==> src/rtl/game_pkg.sv <==
// Shared game constants, the packed sprite position type and the bullet FSM state type.
// Imported by every game-logic block so sprite geometry stays consistent.
package game_pkg;

    localparam int unsigned MAX_ENEMY         = 8;
    localparam int unsigned MAX_ENEMY_BULLET  = 8;
    localparam int unsigned MAX_PLAYER_BULLET = 15;

    localparam logic [9:0] PLAYER_WIDTH  = 10'd24;
    localparam logic [8:0] PLAYER_HEIGHT = 9'd24;
    localparam logic [9:0] ENEMY_WIDTH   = 10'd24;
    localparam logic [8:0] ENEMY_HEIGHT  = 9'd16;
    localparam logic [9:0] BULLET_WIDTH  = 10'd4;
    localparam logic [8:0] BULLET_HEIGHT = 9'd16;

    localparam logic [8:0]  PLAYER_Y = 9'd420;
    localparam logic [18:0] NONE     = {19{1'b1}};

    // {x[18:9], y[8:0]}
    typedef struct packed {
        logic [9:0] x;
        logic [8:0] y;
    } pos_t;

    typedef enum logic [1:0] {
        StIdle,
        StMerge,
        StMove,
        StSpawn
    } pb_state_e;

endpackage

==> src/rtl/player_bullet_controller_if.sv <==
// Frame-update bundle between the player bullet controller and its neighbours
// (frame timing, player inputs, collision feedback and the registered bullet arrays).
interface player_bullet_controller_if #(
    parameter int unsigned N = game_pkg::MAX_PLAYER_BULLET
);
    import game_pkg::*;

    logic           i_FrameTick;
    logic           i_Fire;
    logic           i_PlayerState;
    logic [9:0]     i_PlayerPosition;
    logic [N-1:0]   i_CollidedState;
    logic [N-1:0]   o_PlayerBulletState;
    pos_t [N-1:0]   o_PlayerBulletPosition;
    logic           o_Busy;
    logic           o_Fired;

    modport master (
        output i_FrameTick, i_Fire, i_PlayerState, i_PlayerPosition, i_CollidedState,
        input  o_PlayerBulletState, o_PlayerBulletPosition, o_Busy, o_Fired
    );

    modport slave (
        input  i_FrameTick, i_Fire, i_PlayerState, i_PlayerPosition, i_CollidedState,
        output o_PlayerBulletState, o_PlayerBulletPosition, o_Busy, o_Fired
    );

endinterface

==> src/rtl/slot_allocator.sv <==
// Combinational lowest-index free-slot finder for the bullet pool.
module slot_allocator #(
    parameter int unsigned N = 15
) (
    input  logic [N-1:0] i_State,
    output logic         o_Found,
    output logic [3:0]   o_Index
);

    // Scan downwards so the last hit, the lowest free index, wins.
    always_comb begin
        o_Found = 1'b0;
        o_Index = 4'd0;
        for (int i = int'(N) - 1; i >= 0; i--) begin
            if (!i_State[i]) begin
                o_Found = 1'b1;
                o_Index = 4'(i);
            end
        end
    end

endmodule

==> src/rtl/player_bullet_controller.sv <==
// Per-frame manager of the player bullet pool: merges collision survivors, moves each live
// bullet upward one slot per cycle, then spawns at most one new bullet at the muzzle.
module player_bullet_controller
    import game_pkg::*;
#(
    parameter int unsigned MAX_PLAYER_BULLET = game_pkg::MAX_PLAYER_BULLET,
    parameter logic [9:0]  BULLET_WIDTH      = 10'd4,
    parameter logic [8:0]  BULLET_HEIGHT     = 9'd16,
    parameter logic [9:0]  PLAYER_WIDTH      = 10'd24,
    parameter logic [8:0]  PLAYER_Y          = 9'd420,
    parameter logic [8:0]  BULLET_SPEED      = 9'd4,
    parameter logic [3:0]  FIRE_COOLDOWN     = 4'd8,
    parameter logic [18:0] NONE              = {19{1'b1}}
) (
    input  logic                       i_Clk,
    input  logic                       i_Rst_n,
    player_bullet_controller_if.slave  bus
);

    localparam logic [9:0] SPAWN_X_OFF = (PLAYER_WIDTH - BULLET_WIDTH) >> 1;
    localparam logic [8:0] SPAWN_Y     = PLAYER_Y - BULLET_HEIGHT;
    localparam logic [3:0] LAST_IDX    = 4'(MAX_PLAYER_BULLET - 1);

    logic [1:0]                   r_RstSync;
    logic                         w_RstN;
    pb_state_e                    r_State, w_StateNext;
    logic [MAX_PLAYER_BULLET-1:0] r_Live, w_LiveNext;
    pos_t [MAX_PLAYER_BULLET-1:0] r_Pos, w_PosNext;
    logic [3:0]                   r_Cooldown, w_CooldownNext;
    logic [3:0]                   r_Idx, w_IdxNext;
    logic                         w_Found;
    logic [3:0]                   w_FreeIdx;
    logic                         w_SpawnOk;
    logic                         w_Fired;

    // Reset asserts asynchronously but releases on a clock edge.
    always_ff @(posedge i_Clk or negedge i_Rst_n) begin
        if (!i_Rst_n) r_RstSync <= 2'b00;
        else          r_RstSync <= {r_RstSync[0], 1'b1};
    end
    assign w_RstN = r_RstSync[1];

    slot_allocator #(
        .N (MAX_PLAYER_BULLET)
    ) u_slot_allocator (
        .i_State (r_Live),
        .o_Found (w_Found),
        .o_Index (w_FreeIdx)
    );

    assign w_SpawnOk = bus.i_Fire & bus.i_PlayerState & (r_Cooldown == 4'd0) & w_Found;

    always_ff @(posedge i_Clk or negedge w_RstN) begin
        if (!w_RstN) begin
            r_State    <= StIdle;
            r_Live     <= '0;
            r_Pos      <= {MAX_PLAYER_BULLET{pos_t'(NONE)}};
            r_Cooldown <= 4'd0;
            r_Idx      <= 4'd0;
        end else begin
            r_State    <= w_StateNext;
            r_Live     <= w_LiveNext;
            r_Pos      <= w_PosNext;
            r_Cooldown <= w_CooldownNext;
            r_Idx      <= w_IdxNext;
        end
    end

    always_comb begin
        w_StateNext    = r_State;
        w_LiveNext     = r_Live;
        w_PosNext      = r_Pos;
        w_CooldownNext = r_Cooldown;
        w_IdxNext      = r_Idx;
        w_Fired        = 1'b0;
        unique case (r_State)
            StIdle: begin
                if (bus.i_FrameTick) w_StateNext = StMerge;
            end
            StMerge: begin
                w_LiveNext = r_Live & bus.i_CollidedState;
                for (int i = 0; i < int'(MAX_PLAYER_BULLET); i++) begin
                    if (!w_LiveNext[i]) w_PosNext[i] = pos_t'(NONE);
                end
                if (r_Cooldown != 4'd0) w_CooldownNext = r_Cooldown - 4'd1;
                w_IdxNext   = 4'd0;
                w_StateNext = StMove;
            end
            StMove: begin
                if (r_Live[r_Idx]) begin
                    // Retire before subtracting so y can never wrap.
                    if (r_Pos[r_Idx].y < BULLET_SPEED) begin
                        w_LiveNext[r_Idx] = 1'b0;
                        w_PosNext[r_Idx]  = pos_t'(NONE);
                    end else begin
                        w_PosNext[r_Idx].y = r_Pos[r_Idx].y - BULLET_SPEED;
                    end
                end
                if (r_Idx == LAST_IDX) w_StateNext = StSpawn;
                else                   w_IdxNext   = r_Idx + 4'd1;
            end
            StSpawn: begin
                if (w_SpawnOk) begin
                    w_LiveNext[w_FreeIdx]  = 1'b1;
                    w_PosNext[w_FreeIdx].x = bus.i_PlayerPosition + SPAWN_X_OFF;
                    w_PosNext[w_FreeIdx].y = SPAWN_Y;
                    w_CooldownNext         = FIRE_COOLDOWN;
                    w_Fired                = 1'b1;
                end
                w_StateNext = StIdle;
            end
            default: w_StateNext = StIdle;
        endcase
    end

    assign bus.o_PlayerBulletState    = r_Live;
    assign bus.o_PlayerBulletPosition = r_Pos;
    assign bus.o_Busy                 = (r_State != StIdle);
    assign bus.o_Fired                = w_Fired;

endmodule

==> src/flat_wrapper.sv <==
// flat-port wrapper written by rule: the top's interface ports become plain ports
module player_bullet_controller_flat import game_pkg::*;
#(
    parameter int unsigned MAX_PLAYER_BULLET = game_pkg::MAX_PLAYER_BULLET,
    parameter logic [9:0]  BULLET_WIDTH      = 10'd4,
    parameter logic [8:0]  BULLET_HEIGHT     = 9'd16,
    parameter logic [9:0]  PLAYER_WIDTH      = 10'd24,
    parameter logic [8:0]  PLAYER_Y          = 9'd420,
    parameter logic [8:0]  BULLET_SPEED      = 9'd4,
    parameter logic [3:0]  FIRE_COOLDOWN     = 4'd8,
    parameter logic [18:0] NONE              = {19{1'b1}}
)
  (i_Clk, i_Rst_n, bus_i_FrameTick, bus_i_Fire, bus_i_PlayerState, bus_i_PlayerPosition, bus_i_CollidedState, bus_o_PlayerBulletState, bus_o_PlayerBulletPosition, bus_o_Busy, bus_o_Fired);
  player_bullet_controller_if #(.N((15))) bus_i ();
  input  logic i_Clk;
  input  logic i_Rst_n;
  input wire logic [$bits(bus_i.i_FrameTick)-1:0] bus_i_FrameTick;
  input wire logic [$bits(bus_i.i_Fire)-1:0] bus_i_Fire;
  input wire logic [$bits(bus_i.i_PlayerState)-1:0] bus_i_PlayerState;
  input wire logic [$bits(bus_i.i_PlayerPosition)-1:0] bus_i_PlayerPosition;
  input wire logic [$bits(bus_i.i_CollidedState)-1:0] bus_i_CollidedState;
  output wire logic [$bits(bus_i.o_PlayerBulletState)-1:0] bus_o_PlayerBulletState;
  output wire logic [$bits(bus_i.o_PlayerBulletPosition)-1:0] bus_o_PlayerBulletPosition;
  output wire logic [$bits(bus_i.o_Busy)-1:0] bus_o_Busy;
  output wire logic [$bits(bus_i.o_Fired)-1:0] bus_o_Fired;
  assign bus_i.i_FrameTick = bus_i_FrameTick;
  assign bus_i.i_Fire = bus_i_Fire;
  assign bus_i.i_PlayerState = bus_i_PlayerState;
  assign bus_i.i_PlayerPosition = bus_i_PlayerPosition;
  assign bus_i.i_CollidedState = bus_i_CollidedState;
  assign bus_o_PlayerBulletState = bus_i.o_PlayerBulletState;
  assign bus_o_PlayerBulletPosition = bus_i.o_PlayerBulletPosition;
  assign bus_o_Busy = bus_i.o_Busy;
  assign bus_o_Fired = bus_i.o_Fired;
  player_bullet_controller #(.MAX_PLAYER_BULLET(MAX_PLAYER_BULLET), .BULLET_WIDTH(BULLET_WIDTH), .BULLET_HEIGHT(BULLET_HEIGHT), .PLAYER_WIDTH(PLAYER_WIDTH), .PLAYER_Y(PLAYER_Y), .BULLET_SPEED(BULLET_SPEED), .FIRE_COOLDOWN(FIRE_COOLDOWN), .NONE(NONE)) u_core (.i_Clk(i_Clk), .i_Rst_n(i_Rst_n), .bus(bus_i));
endmodule
==> config.mk <==
export PLATFORM = sky130hd
export DESIGN_NAME = player_bullet_controller_flat
export DESIGN_NICKNAME = d
export VERILOG_FILES = /design/src/rtl/game_pkg.sv /design/src/rtl/player_bullet_controller_if.sv /design/src/rtl/slot_allocator.sv /design/src/rtl/player_bullet_controller.sv /design/src/flat_wrapper.sv
export SDC_FILE = /design/constraint.sdc
export NUM_CORES = 1
export LEC_CHECK = 0
export BUFFER_PORTS_ARGS = -buffer_cell sky130_fd_sc_hd__buf_2
export CAP_MARGIN = 20
export CORE_MARGIN = 5
export CORE_UTILIZATION = 26
export DETAILED_ROUTE_END_ITERATION = 12
export PLACE_DENSITY = 0.44
export SLEW_MARGIN = 20
export SYNTH_ARGS = -nofsm -noshare
export SYNTH_HDL_FRONTEND = slang
export SYNTH_SLANG_ARGS = --single-unit
==> constraint.sdc <==
create_clock -name i_Clk -period 15.6 [get_ports i_Clk]
set_input_delay 1.56 -clock i_Clk [delete_from_list [all_inputs] [get_ports i_Clk]]
set_output_delay 1.56 -clock i_Clk [all_outputs]
set_load 0.01 [all_outputs]
; ---- Word level (Yosys, flattened, before mapping)
; Cells that the tools add are included.
[classes]
add_sub_neg = 4
magnitude_cmp = 5
eq_ne = 26
mux = 82
n_bitwise = 8
reduce_logical = 28
[op_table]
columns = cell, count
row1 = 285-bit bitwise mux, 3
row2 = 285-bit 2-to-1 mux, 3
row3 = 285-bit case mux with 3 select lines, 1
row4 = 19-bit 2-to-1 mux, 17
row5 = 19-bit demux with 4-bit select, 4
row6 = 285-bit OR, 1
row7 = 19-bit binary-select mux with 4-bit select, 1
row8 = 4-bit 2-to-1 mux, 18
row9 = 4-bit AND reduction, 16
row10 = 15-bit 2-to-1 mux, 3
row11 = 15-bit case mux with 3 select lines, 1
row12 = 2-bit != test (second input constant), 17
row13 = 15-bit bitwise AND, 2
row14 = 9-bit 2-to-1 mux, 3
row15 = 1-bit 2-to-1 mux, 20
row16 = 4-bit case mux with 2 select lines, 2
row17 = 15-bit NOT, 1
row18 = 15-bit OR, 1
row19 = 10-bit by 4-bit adder with 10-bit output (second input constant), 1
row20 = 4-bit by 5-bit < comparator with 1-bit output (second input constant), 2
row21 = 2-bit by 1-bit != test with 1-bit output (second input constant), 5
row22 = 9-bit by 3-bit < comparator with 1-bit output (second input constant), 1
row23 = 9-bit by 3-bit subtractor with 9-bit output (second input constant), 1
row24 = 1-bit demux with 4-bit select, 2
row25 = 18 further kinds, 27
[totals]
register_bits = 312
in_bits = 30
out_inout_bits = 302
word_cells = 188

; ---- Logic depth before layout (Yosys ltp)
[logic_depth]
ltp_word = 23
mapped_depth = 15
mapped_depth_nobuf = 11

; ---- Modules after synthesis
; From an unflattened synthesis, not the netlist that was laid out.
[unflattened]
hier_cells = 2117
area_unflattened_um2 = 18559.0
[by_module_without_submodules]
columns = mod, n_inst, cells_per_inst, area_each_um2, seq_area_each_um2
row1 = player_bullet_controller, 1, 2087, 18395.1, 8164.1
row2 = slot_allocator, 1, 30, 163.9, 0.0

; ---- Worst setup path before layout
; No wires, ideal clock.
[synth_timing]
kind = input-to-output
start = in bus_i_Fire
end = out bus_o_Fired
arrival_time_ns = 1.938
required_time_ns = 14.040
setup_slack_ns = 12.102
stages = 2
path_buffers = 0
cell_sequence = nand3_1 nor3_1
[synth_via]
elab_chain_len = 5
[synth_lines]
columns = item, line
row1 = "start, declared", flat_wrapper.sv:18  ; input wire logic [$bits(bus_i.i_Fire)-1:0] bus_i_Fire;
row2 = 1-bit bitwise AND (3 in series), player_bullet_controller.sv:51  ; assign w_SpawnOk = bus.i_Fire & bus.i_PlayerState & (r_Cooldown == 4'd0) & w_Found;
row3 = 1-bit 2-to-1 mux, player_bullet_controller.sv:103  ; if (w_SpawnOk) begin
row4 = 1-bit 2-to-1 mux, player_bullet_controller.sv:76  ; unique case (r_State)
row5 = "end, declared", flat_wrapper.sv:25  ; output wire logic [$bits(bus_i.o_Fired)-1:0] bus_o_Fired;
; No other way between the ends.

; ---- Worst setup path after layout
[layout_timing]
start = reg u_core.r_Idx[1]
end = reg u_core.r_Pos, in the netlist u_core.bus.o_PlayerBulletPosition[174]
[layout_via]
elab_chain_len = 8
elab_cells_between_ends = 20
classes_between = add/sub: 1 / order compare: 3 / eq/ne: 1 / mux: 12 / bitwise: 1 / reduce/logical: 2
[layout_lines]
columns = item, line
row1 = "start, declared", player_bullet_controller.sv:30  ; logic [3:0] r_Idx, w_IdxNext;
row2 = "start signal, assigned", player_bullet_controller.sv:65  ; r_Idx <= w_IdxNext;
row3 = branches (longest 8 deep; another with 9-bit by 3-bit subtractor with 9-bit output), -
row4 = "end signal, assigned", player_bullet_controller.sv:57  ; r_Pos <= {MAX_PLAYER_BULLET{pos_t'(NONE)}};
row5 = "end signal, assigned", player_bullet_controller.sv:63  ; r_Pos <= w_PosNext;
row6 = "end, declared", player_bullet_controller.sv:28  ; pos_t [MAX_PLAYER_BULLET-1:0] r_Pos, w_PosNext;
; Several ways; the timed one is not identified. The select of a mux whose other input is x is not followed.
; A chain may end at the register's enable or synchronous reset.

==> impl_metrics.tcl <==
set metrics [dict create \
    hold_buffers 0 \
    reg2reg_from "u_core.r_Idx[1]" \
    clkPwrFrac_pct 15.8 \
    ant_nets 0 \
    switching_share_pct 49.3 \
    ys_async_sr_fraction_pct 100 \
    via_count 16700 \
    drt_iter0_markers 1892 \
    yosys.cell_types.count 89 \
    min_path_type "register to register" \
    cp_data_arrival_time_ns 5.25 \
    criticalPathCategory "register to register" \
    die_w_um 267 \
    crit_fanout 41 \
    tritoncts "built" \
    port_buffers 331 \
    grt_antenna_before_repair 6 \
    synth.largest_area_cell "dfstp_2" \
    synth_flop_cell "dfstp_2" \
    rows 94 \
    clk_latency_ns 0.59 \
    rsz0062_at_grt "false" \
    synth_top_area_share_pct 43.6 \
    synth_edf_count 0 \
    syn_area_mm2 0.0172 \
    hold_depth 0 \
    synth.avg_cell_area_um2 10.3 \
    cts.path.max_buffers 3 \
    fin_skew_ns 0.0335 \
    seqPwrFrac_pct 28.9 \
    grt-ovfl-total 0 \
    slew_viol_final 0 \
    die-area_mm2 0.0713 \
    seq_area_frac_synth_pct 47.5 \
    fp.coreArea_mm2 0.0656 \
    yosys_warnings 0 \
    finalCritPeriodShare_pct 30.4 \
    h-tree-depth 2 \
    final-setup-viol-count 0 \
    final_layout_size_suffix_gt1_share_pct 41.1 \
    power.density_mw_per_mm2 290 \
    cellInternalPower_mw 3.08 \
    grt_first_pass_wirelength_um 128000 \
    fin_nets 2008 \
    synth_fp_nets 1719 \
    r2r_end "u_core.bus.o_PlayerBulletPosition[174]" \
    cp-end-kind "register" \
    post_cts_resize_count 0 \
    rrSetupSlack_ns 10.85 \
    root_buffer "clkbuf_16" \
    grt_start_max_net_pins 124 \
    maxSlewHeadroom_pct 22.1 \
    net-switching-power_mw 3.00 \
    grt.total_usage_pct 24.3 \
    tightest_slew_ns 1.16 \
    critPathLaunchType "register" \
    routedWlPerCell_um 31.6 \
    ioPinCount 332 \
    min_period_ns 4.75 \
    combPwrFrac_pct 55.3 \
    synthTopCellsByArea "dfstp_2, a221o_1, dfrtp_1" \
    irDropWorstVdd_uv 103 \
    synthCells 1676 \
    max_freq_ghz 0.211 \
    maxCapViolCount 0 \
    total_power_mw 6.09 \
    cts_sinks 312 \
    die_h_um 267 \
    drc 0 \
    dp_hpwl_um 67800 \
    cts_setup_buffers 0 \
    area_delta_synth_final_pct 21.9 \
    clkSlewWorstSetupHoldPaths_ns 0.07 \
    cts_buffers 40 \
    grt_pass1_vias 16500 \
    dr.pass1.iters 6 \
    synth_seq_cells 312 \
    hold_end "u_core.r_RstSync[1]" \
    drt_wl_total_um 90500 \
    floorplan.initialDensity_pct 26.2 \
    viasPerCell 5.85 \
    finalSetupTns_ns 0 \
    finalHoldViolCount 0 \
    p_leak_nw 8.10 \
    ff2ff_path_depth 10 \
    outcome "completed" \
    hold_path.startpoint "u_core.r_RstSync[0]" \
    gp_congestion 0.952 \
    required_ns 16.10 \
]
[Yosys cell counts (all sizes together), types with 31 or more instances]
cell type / n
a22o: 31
o2bb2ai: 38
nand3: 54
buf: 51
o21ai: 140
a21oi: 131
nor2: 123
dfstp: 285
clkbuf: 72
nor3: 31
mux2i: 37
nand2: 155
a221o: 132
[metrics by stage]
step	util, %	setup slack [ns]	instance area, um2	std cells	hold slack (ns)
after floorplan	-	6.76	17200	1676	0.331
after global placement	29.9	10.52	19600	2787	0.338
after detailed placement	29.9	10.52	19600	2787	0.342
after CTS	31.9	11.00	21000	2858	0.353
after global routing	31.9	10.76	21000	2858	0.365
final	31.9	10.85	21000	2860	0.350
[worst max-delay path, stage by stage, from the launching register on]
cell and delay [ns]:
dfrtp_2 0.78, buf_4 0.63, mux2i_1 0.16, a22oi_1 0.28, a211o_2 0.22, nand4b_4 0.10
buf_4 0.35, a31oi_2 0.68, a21boi_2 0.60, o21ai_1 0.35, a221o_1 0.43
[power by group through the flow]
stage                     clock [mW]  sequential, mW  combinational (mW)
final                          0.962            1.76                3.37
after global routing            1.01            1.79                3.57
after CTS                      0.980            1.76                3.35
after detailed placement           0            1.76                3.33
after global placement             0            1.77                3.32
after floorplan                    0            1.75                1.95
[state kept, by name, summed over array words and instances (netlist names)]
signal / cells
u_core.r_State: 2
u_core.r_Cooldown: 4
u_core.bus.o_PlayerBulletPosition: 285
u_core.r_Idx: 4
u_core.r_RstSync: 2
u_core.bus.o_PlayerBulletState: 15
[how the worst max path moves through the flow]
stage	end	cells after the start	startpoint
floorplan	u_core.bus.o_PlayerBulletState[0]	0	u_core.r_RstSync[1]
global placement	u_core.bus.o_PlayerBulletPosition[174]	9	bus_i_Fire
detailed placement	u_core.bus.o_PlayerBulletPosition[174]	9	bus_i_Fire
CTS	u_core.bus.o_PlayerBulletPosition[174]	10	u_core.r_Idx[1]
global route	u_core.bus.o_PlayerBulletPosition[177]	10	u_core.r_Idx[1]
finish	u_core.bus.o_PlayerBulletPosition[174]	10	u_core.r_Idx[1]
[kinds of logic after synthesis]
group | after synthesis | synth area share (%)
flops | 312 | 47.5
xor+xnor | 10 | 0.510
compound gates | 677 | 29.2
simple gates | 450 | 12.5
mux | 63 | 5.04
other cells | 1 | 0.0218
fa+ha+maj | 13 | 0.946
buf+inv | 150 | 4.29
[area by class of cell]
type / instances / area, um2
fillers: 6828 / 44700
multi-input cells: 1214 / 8300
flip-flops and latches: 312 / 8170
repair buffers: 370 / 1960
clock buffers: 60 / 1210
well taps: 864 / 1080
clock inverters: 11 / 125
inverters: 27 / 101
diodes: 2 / 5.00
[per-layer routing]
layer / vias to the layer above / wire [um] / global-route usage (%)
li1: 7068 / - / -
met1: 8568 / 36700 / 31.5
met2: 890 / 41800 / 39.1
met3: 197 / 8160 / 6.78
met4: 4 / 3850 / 8.89
met5: - / 19 / 0
[placed cells by master, fill, tap and decap left out, types with 38 or more instances in the layout]
cell type	synthesis	routed
a21oi_1	126	126
a221o_1	132	132
buf_2	26	331
buf_4	7	38
clkbuf_16	0	42
dfstp_2	285	285
nand2_1	149	149
nand3_1	54	54
nor2_1	117	115
o21ai_0	129	129
o2bb2ai_1	38	38
Power figures use the tool's default switching activity.
